[src/rtl/ascon_pack.sv]
// ascon_pack: shared types and helpers for the ASCON-128 permutation datapath.
//   type_state   : five 64-bit words S0..S4
//   RotA / RotB  : linear-layer rotate-right amounts per word
//   sbox5        : 5-bit S-box, bit 4 of the argument is the S0 bit of a column
//   rotr         : 64-bit rotate right
//   round_const  : round constant byte, zero for round indices above 11
package ascon_pack;

    typedef logic [63:0] type_state [0:4];

    localparam int unsigned RotA [0:4] = '{19, 61, 1, 10, 7};
    localparam int unsigned RotB [0:4] = '{28, 39, 6, 17, 41};

    // Boolean form of the S-box; equivalent to the 32-entry table.
    function automatic logic [4:0] sbox5(input logic [4:0] x);
        logic x0, x1, x2, x3, x4;
        logic t0, t1, t2, t3, t4;
        x0 = x[4];
        x1 = x[3];
        x2 = x[2];
        x3 = x[1];
        x4 = x[0];
        x0 = x0 ^ x4;
        x4 = x4 ^ x3;
        x2 = x2 ^ x1;
        t0 = ~x0 & x1;
        t1 = ~x1 & x2;
        t2 = ~x2 & x3;
        t3 = ~x3 & x4;
        t4 = ~x4 & x0;
        x0 = x0 ^ t1;
        x1 = x1 ^ t2;
        x2 = x2 ^ t3;
        x3 = x3 ^ t4;
        x4 = x4 ^ t0;
        x1 = x1 ^ x0;
        x0 = x0 ^ x4;
        x3 = x3 ^ x2;
        x2 = ~x2;
        return {x0, x1, x2, x3, x4};
    endfunction

    function automatic logic [63:0] rotr(input logic [63:0] v, input int unsigned n);
        return (v >> n) | (v << (64 - n));
    endfunction

    function automatic logic [7:0] round_const(input logic [3:0] r);
        if (r > 4'd11) begin
            return 8'h00;
        end
        return {4'hF - r, r};
    endfunction

endpackage

[src/rtl/ascon_round.sv]
// ascon_round: one combinational ASCON permutation round.
//   state_i : state entering the round
//   round_i : round index 0..11 (constant is zero above 11)
//   state_o : state after constant addition, S-box layer and linear layer
module ascon_round
    import ascon_pack::*;
(
    input  type_state  state_i,
    input  logic [3:0] round_i,
    output type_state  state_o
);

    type_state  add_s;
    type_state  sub_s;
    logic [4:0] col_v;

    always_comb begin
        add_s    = state_i;
        add_s[2] = state_i[2] ^ {56'h0, round_const(round_i)};
    end

    // Bit-sliced S-box: column c gathers bit c of every word.
    always_comb begin
        sub_s = add_s;
        col_v = '0;
        for (int c = 0; c < 64; c++) begin
            col_v = sbox5({add_s[0][c], add_s[1][c], add_s[2][c], add_s[3][c], add_s[4][c]});
            sub_s[0][c] = col_v[4];
            sub_s[1][c] = col_v[3];
            sub_s[2][c] = col_v[2];
            sub_s[3][c] = col_v[1];
            sub_s[4][c] = col_v[0];
        end
    end

    always_comb begin
        for (int i = 0; i < 5; i++) begin
            state_o[i] = sub_s[i] ^ rotr(sub_s[i], RotA[i]) ^ rotr(sub_s[i], RotB[i]);
        end
    end

endmodule

[src/rtl/ascon_permutation_final.sv]
// ascon_permutation_final: registered ASCON-128 datapath, one round per enabled clock.
// Path: mux -> xor_up -> ascon_round -> xor_down -> state register.
//   clock_i / resetb_i        : clock, asynchronous active-low reset
//   select_i, permutation_i   : round input source (1: external state, 0: state register)
//   round_i                   : round index selecting the round constant
//   enable_i                  : state register load enable
//   xor_key_i, xor_data_i     : key K and data block for the XOR injections
//   etat_up_i / etat_down_i   : pre-round / post-round XOR mode
//   enable_cipher/enable_tag  : output register load enables
//   permutation_o             : current state register
//   sortie_cipher, sortie_tag : registered ciphertext block and tag
// Optional: define ASCON_PERM_ASSERT_EN to compile in control-input assertions.
module ascon_permutation_final
    import ascon_pack::*;
(
    input  logic         clock_i,
    input  logic         resetb_i,
    input  logic         select_i,
    input  type_state    permutation_i,
    input  logic [3:0]   round_i,
    input  logic         enable_i,
    input  logic [127:0] xor_key_i,
    input  logic [63:0]  xor_data_i,
    input  logic [1:0]   etat_up_i,
    input  logic [1:0]   etat_down_i,
    input  logic         enable_cipher,
    input  logic         enable_tag,
    output type_state    permutation_o,
    output logic [63:0]  sortie_cipher,
    output logic [127:0] sortie_tag
);

    type_state    state_q, state_d;
    type_state    mux_s, up_s, round_s, down_s;
    logic [63:0]  cipher_q, cipher_d;
    logic [127:0] tag_q, tag_d;

    always_comb begin
        if (select_i) begin
            mux_s = permutation_i;
        end else begin
            mux_s = state_q;
        end
    end

    always_comb begin
        up_s = mux_s;
        if (etat_up_i[0]) begin
            up_s[0] = mux_s[0] ^ xor_data_i;
        end
        if (etat_up_i[1]) begin
            up_s[1] = mux_s[1] ^ xor_key_i[127:64];
            up_s[2] = mux_s[2] ^ xor_key_i[63:0];
        end
    end

    ascon_round u_round (
        .state_i (up_s),
        .round_i (round_i),
        .state_o (round_s)
    );

    // Key and domain-separation bit may both land on S4 in mode 11.
    always_comb begin
        down_s = round_s;
        if (etat_down_i[0]) begin
            down_s[3] = round_s[3] ^ xor_key_i[127:64];
            down_s[4] = round_s[4] ^ xor_key_i[63:0];
        end
        if (etat_down_i[1]) begin
            down_s[4] = down_s[4] ^ 64'h1;
        end
    end

    always_comb begin
        state_d  = state_q;
        cipher_d = cipher_q;
        tag_d    = tag_q;
        if (enable_i) begin
            state_d = down_s;
        end
        if (enable_cipher) begin
            cipher_d = up_s[0];
        end
        if (enable_tag) begin
            tag_d = {down_s[3], down_s[4]};
        end
    end

    always_ff @(posedge clock_i or negedge resetb_i) begin
        if (!resetb_i) begin
            state_q  <= '{default: '0};
            cipher_q <= '0;
            tag_q    <= '0;
        end else begin
            state_q  <= state_d;
            cipher_q <= cipher_d;
            tag_q    <= tag_d;
        end
    end

    assign permutation_o = state_q;
    assign sortie_cipher = cipher_q;
    assign sortie_tag    = tag_q;

`ifdef ASCON_PERM_ASSERT_EN
    round_range_a: assert property (@(posedge clock_i) disable iff (!resetb_i)
        enable_i |-> (round_i <= 4'd11));
    ctrl_known_a: assert property (@(posedge clock_i) disable iff (!resetb_i)
        !$isunknown({select_i, round_i, enable_i, etat_up_i, etat_down_i,
                     enable_cipher, enable_tag}));
`else
    // Assertions not compiled in this build.
`endif

endmodule

[config.mk]
export PLATFORM = sky130hd
export DESIGN_NAME = ascon_permutation_final
export DESIGN_NICKNAME = d
export VERILOG_FILES = /design/src/rtl/ascon_pack.sv /design/src/rtl/ascon_round.sv /design/src/rtl/ascon_permutation_final.sv
export SDC_FILE = /design/constraint.sdc
export NUM_CORES = 2
export LEC_CHECK = 0
export BUFFER_PORTS_ARGS = -buffer_cell sky130_fd_sc_hd__clkbuf_2
export CAP_MARGIN = 20
export CORE_AREA = 5 5 397 399
export CTS_CLUSTER_DIAMETER = 40
export CTS_CLUSTER_SIZE = 24
export DETAILED_ROUTE_END_ITERATION = 6
export DIE_AREA = 0 0 402 404
export PLACE_DENSITY = 0.54
export SETUP_SLACK_MARGIN = 0.05
export SKIP_CTS_REPAIR_TIMING = 1
export SYNTH_ARGS = -nofsm -noshare
export SYNTH_HDL_FRONTEND = slang
export SYNTH_SLANG_ARGS = --single-unit
[constraint.sdc]
create_clock -name clock_i -period 7.3 [get_ports clock_i]
set_clock_uncertainty 0.2 [all_clocks]
set_input_delay 0.365 -clock clock_i [delete_from_list [all_inputs] [get_ports clock_i]]
set_output_delay 0.365 -clock clock_i [all_outputs]
set_load 0.03 [all_outputs]
## Yosys cells after proc, flatten, opt, wreduce, memory -nomap -nowiden

Cells that the tools add are included.

- Mux-type cells: 8
- $lt $le $gt $ge: 1
- Add/sub/neg operators: 1
- Bitwise gates (word level): 1435

Operators by type and width:

| cell | number |
|---|---|
| $xor 64x64->64 | 15 |
| $xor 1x1->1 | 704 |
| $not 1->1 | 385 |
| $and 1x1->1 | 320 |
| $mux 320 | 1 |
| $mux 128 | 2 |
| $mux 64 | 1 |
| $or 23x64->64 | 1 |
| $or 25x64->64 | 1 |
| $or 3x64->64 | 1 |
| $or 36x64->64 | 1 |
| $or 45x64->64 | 1 |
| $or 47x64->64 | 1 |
| $or 54x64->64 | 1 |
| $or 57x64->64 | 1 |
| $or 58x64->64 | 1 |
| $or 63x64->64 | 1 |
| $xor 64x8->64 | 1 |
| $mux 8 | 2 |
| $gt 4x4->1 const B | 1 |
| $sub 4x4->4 const A | 1 |
| $mux 1 | 2 |

- Word-level logic and storage cells: 1452
- Register bits after elaboration: 512

## Longest topological paths before layout

- Word-level depth: 14
- Depth in mapped cells: 15
- Gate-level depth less buffers: 8

## By module

A second synthesis with hierarchy kept.

- Cells, all modules: 4192
- Area total of the unflattened synthesis: 40928.0 sq um

By module, submodules not included:

| module | instances | cells an instance | sequential area each (sq um) | area each (sq um) |
|---|---|---|---|---|
| ascon_permutation_final | 1 | 2395 | 12812.3 | 26065.0 |
| ascon_round | 1 | 1797 | 0.0 | 14863.0 |

## Least setup slack after synthesis

OpenSTA, ideal clock, no wires.

- Path kind: input to register
- From: input select_i
- To: register state_q (netlist bit permutation_o[86])
- Stages on the path: 14
- Path buffers: 7
- Required time: 6975 ps
- Arrival time: 3835 ps
- Setup slack: 3140 ps
- Path through: buf_6 > buf_6 > buf_6 > buf_6 > buf_6 > buf_4 > buf_1 > mux2i_1 > xor2_1 > ha_1 > xor2_1 > xor3_1 > xnor3_1 > mux2_2

- Word-level cells in the longest chain between the ends: 12
- Elaborated cells between the ends (all ways): 43
- Classes of those cells: 4 x mux; 39 x bitwise

Ends and longest elaborated chain:

| element | line | source |
|---|---|---|
| start: declaration | ascon_permutation_final.sv:18 | `input logic select_i,` |
| $mux 320 (*) | ascon_permutation_final.sv:39 | `if (select_i) begin` |
| $xor 64x64->64, on equally long branches | ascon_permutation_final.sv:49, ascon_permutation_final.sv:53 |  |
| $mux 64 / $mux 128 (equally long branches) | ascon_permutation_final.sv:48, ascon_permutation_final.sv:51 |  |
| $xor 1x1->1 / $xor 64x8->64 (equally long branches) | ascon_pack.sv:23, ascon_round.sv:19 |  |
| $and 1x1->1 / $xor 1x1->1 (equally long branches) | ascon_pack.sv:30, ascon_pack.sv:25 |  |
| $xor 1x1->1, on equally long branches | ascon_pack.sv:34, ascon_pack.sv:33 |  |
| $xor 1x1->1 | ascon_pack.sv:38 | `x3 = x3 ^ x2;` |
| $or 54x64->64 | ascon_pack.sv:44 | `return (v >> n) \| (v << (64 - n));` |
| $xor 64x64->64 | ascon_round.sv:38 | `state_o[i] = sub_s[i] ^ rotr(sub_s[i], RotA[i]) ^ rotr(sub_s[i], RotB[i]);` |
| $xor 64x64->64 (*) | ascon_round.sv:38 |  |
| $xor 64x64->64 | ascon_permutation_final.sv:67 | `down_s[3] = round_s[3] ^ xor_key_i[127:64];` |
| $mux 128 (*) | ascon_permutation_final.sv:66 | `if (etat_down_i[0]) begin` |
| end signal: assignment | ascon_permutation_final.sv:96 | `state_q <= state_d;` |
| end: declaration | ascon_permutation_final.sv:33 | `type_state state_q, state_d;` |

Every way passes the cells marked *; elsewhere a longest branch is shown, timed or not.
A chain may end at the register's enable or synchronous reset.

## Worst setup path after layout

- From: register state_q (netlist bit permutation_o[225])
- To: register state_q (netlist bit permutation_o[80])

- Word-level cells in the longest chain between the ends: 10

Ends and longest elaborated chain:

| element | line | source |
|---|---|---|
| $mux 320 (*) | ascon_permutation_final.sv:39 |  |
| $xor 64x64->64 | ascon_permutation_final.sv:52 | `up_s[1] = mux_s[1] ^ xor_key_i[127:64];` |
| $mux 128 (*) | ascon_permutation_final.sv:51 | `if (etat_up_i[1]) begin` |
| $xor 1x1->1 (*) | ascon_pack.sv:25 | `x2 = x2 ^ x1;` |
| $xor 1x1->1 (*) | ascon_pack.sv:33 | `x2 = x2 ^ t3;` |
| $xor 1x1->1 (*) | ascon_pack.sv:38 |  |
| $or 47x64->64 (*) | ascon_pack.sv:44 |  |
| $xor 64x64->64 (*) | ascon_round.sv:38 |  |
| $xor 64x64->64 | ascon_permutation_final.sv:67 |  |
| $mux 128 (*) | ascon_permutation_final.sv:66 |  |

Marks and branches as above.

==> results_dict.tcl <==
set metrics [dict create \
    outcome "finished, violations left" \
    violations "negative hold slack" \
    cap_violations 0 \
    rows 144 \
    required_ns 7.76 \
    boundaryPins 1038 \
    avgSynthCellArea_sq_um 12.0 \
    syn_area_sq_um 45000 \
    crit_buf_inv 1 \
    fin_crit_sh 0.627 \
    slew_headroom 0.155 \
    vias_per_cell 5.16 \
    ys_types 30 \
    tightest_slew_ns 1.26 \
    fin_hold_ws_ns -0.0639 \
    critPathMaxFanout 4 \
    top_layer "met5" \
    grt_pass1_vias 36700 \
    cp_slowest_cell "xor2_1" \
    yosysMostFrequentCell "dfrtp_1" \
    rsz0062_at_grt "false" \
    worst_path_most_repeated_cell "xor2_1" \
    grt_max_degree 165 \
    wl_met1_um 111000 \
    fmax_mhz 218 \
    cp_cell_sequence "mux2i_1 > buf_4 > xnor2_1 > ha_1 > xor2_1 > xor2_1 > xnor3_1 > mux2_2" \
    cts_tree "built" \
    finalMaxSlewViolations 0 \
    htree_levels 4 \
    dr_wl_met2_um 128000 \
    arrival_ns 5.03 \
    netlist.area_leader.share 0.285 \
    synthArstFlopShare 1.00 \
    ys_top_cells_by_count "dfrtp_1 (512), nand2_1 (382), xnor2_1 (380)" \
    clk_path_buf_depth 3 \
    wire_per_inst_um 39.8 \
    synth-seq-cells 512 \
    start_util 0.293 \
    area_growth_pct 29.3 \
    setup_violations 0 \
    drive_gt1_frac 0.344 \
    yosysTopAreaCell "dfrtp_1" \
    crit_path_max_incr_delay_ns 0.96 \
    port_buffers 1037 \
    min_period_ns 4.58 \
    clock_sinks 512 \
    grt_pass1_wl_um 361000 \
    nets 5569 \
    drt_iter0_drc 3663 \
    antenna_found_initial 46 \
    ys_seq_area_frac 0.285 \
    path_class "register to register" \
    postRouteAntennaNets 0 \
    grt_overflow_total 0 \
    numCtsBuffers 136 \
    dieArea_sq_um 162000 \
    grt_usage 0.335 \
    clk_pin_slew_ns 0.05 \
    core-area_sq_um 154000 \
    postRouteWirelength_um 282000 \
    setup_tns_ns 0 \
    cts-root-buf "clkbuf_16" \
    first_pass_iters 5 \
    hold_violations 7 \
    syn_inst 3749 \
    dpl.hpwl_um 240000 \
    synth.area.top_cells "dfrtp_1 (28%), xnor3_1 (17%), xor3_1 (8.0%), mux2i_1 (7.7%), xnor2_1 (7.4%)" \
    route.met3.wl_um 24300 \
    syn_nets 4403 \
    drc 0 \
    via_count 36544 \
    end_kind "register" \
    place.gp.congestion 0.962 \
    die_w_um 402 \
    die_height_um 404 \
    worstSkewPairLatency_ns 0.78 \
    synth_warnings 0 \
    cp_top_family "XOR/XNOR gates" \
    ff2ff_setup_slack_ns 2.72 \
    cp-start-kind "register" \
    synth_edf_count 0 \
    hold_class "primary input to register" \
    synth_ff_type "dfrtp_1" \
]
kinds of logic after synthesis:
| family | share of synthesized area |
|---|---|
| flip-flops | 0.285 |
| AO/OA/AOI/OAI | 0.0273 |
| AND/OR/NAND/NOR | 0.0656 |
| buffers and inverters | 0.0273 |
| adder cells (fa/ha/maj) | 0.0497 |
| XOR/XNOR | 0.396 |
| multiplexers | 0.149 |
final timing paths:
kind	from	endpoint	cells after the start
max	permutation_o[225]	permutation_o[80]	8
min	permutation_i[314]	sortie_cipher[58]	4
max reg2reg	permutation_o[225]	permutation_o[80]	8
min reg2reg	sortie_cipher[48]	sortie_cipher[48]	1
max in group asynchronous	resetb_i	sortie_tag[22]	4
min in group asynchronous	resetb_i	sortie_tag[39]	2
worst min-delay path, delay by kind of cell:
kind / cells / cell delay [ns]
muxes: 2 / 0.19
buffers and inverters: 1 / 0.09
xor gates and xnor gates: 1 / 0.22
sequential cells by signal (all words and copies together), names as in the netlist:
signal         flops
sortie_cipher     64
sortie_tag       128
permutation_o    320
final cells by class:
cell class / instances / area, sq um
flip-flops and latches: 512 / 12800
clock buffers: 173 / 3760
fillers: 15423 / 95300
clock inverters: 69 / 925
multi-input cells: 2988 / 31100
repair buffers: 1183 / 6640
diodes: 25 / 62.6
inverters: 94 / 353
well taps: 2044 / 2560
cell usage in the layout, fill, tap and decap left out, types with 7 or more instances in the layout:
cell type      count
a21oi_1          242
and2_1             7
and2b_1            8
buf_12            13
buf_4             79
bufinv_16         18
clkbuf_1          19
clkbuf_16        139
clkbuf_2        1029
clkbuf_8          16
clkinv_2          19
clkinvlp_4        14
dfrtp_1          512
diode_2           25
dlygate4sd3_1     53
ha_1             128
inv_1             94
inv_6             12
maj3_1            44
maj3_2            17
mux2_2           272
mux2i_1          347
mux2i_2            7
nand2_1          382
nand2b_1          15
nor2_1           243
nor2b_1           65
xnor2_1          364
xnor2_2           69
xnor3_1          331
xor2_1           286
xor3_1           152
stage by stage:
stage	utilization	instance area [sq um]	setup slack, ns	hold WS (ns)	cells
final	0.379	58200	2.72	-0.0639	7088
after floorplan	-	45000	3.14	-0.131	3749
after global routing	0.379	58100	2.85	0.000730	7071
after CTS	0.375	57600	2.95	-0.573	7009
after global placement	0.344	52800	1.85	0.245	6761
after detailed placement	0.345	52900	2.18	0.249	6767
per-layer routing:
layer | track usage | vias up
met5 | 0 | -
met4 | 0.193 | 32
met3 | 0.0844 | 563
met2 | 0.532 | 2048
met1 | 0.417 | 18719
li1 | - | 15182
Power is left out: the tool's default activity adds up to more than one toggle a clock period on the data nets, which glitch-free logic cannot reach.
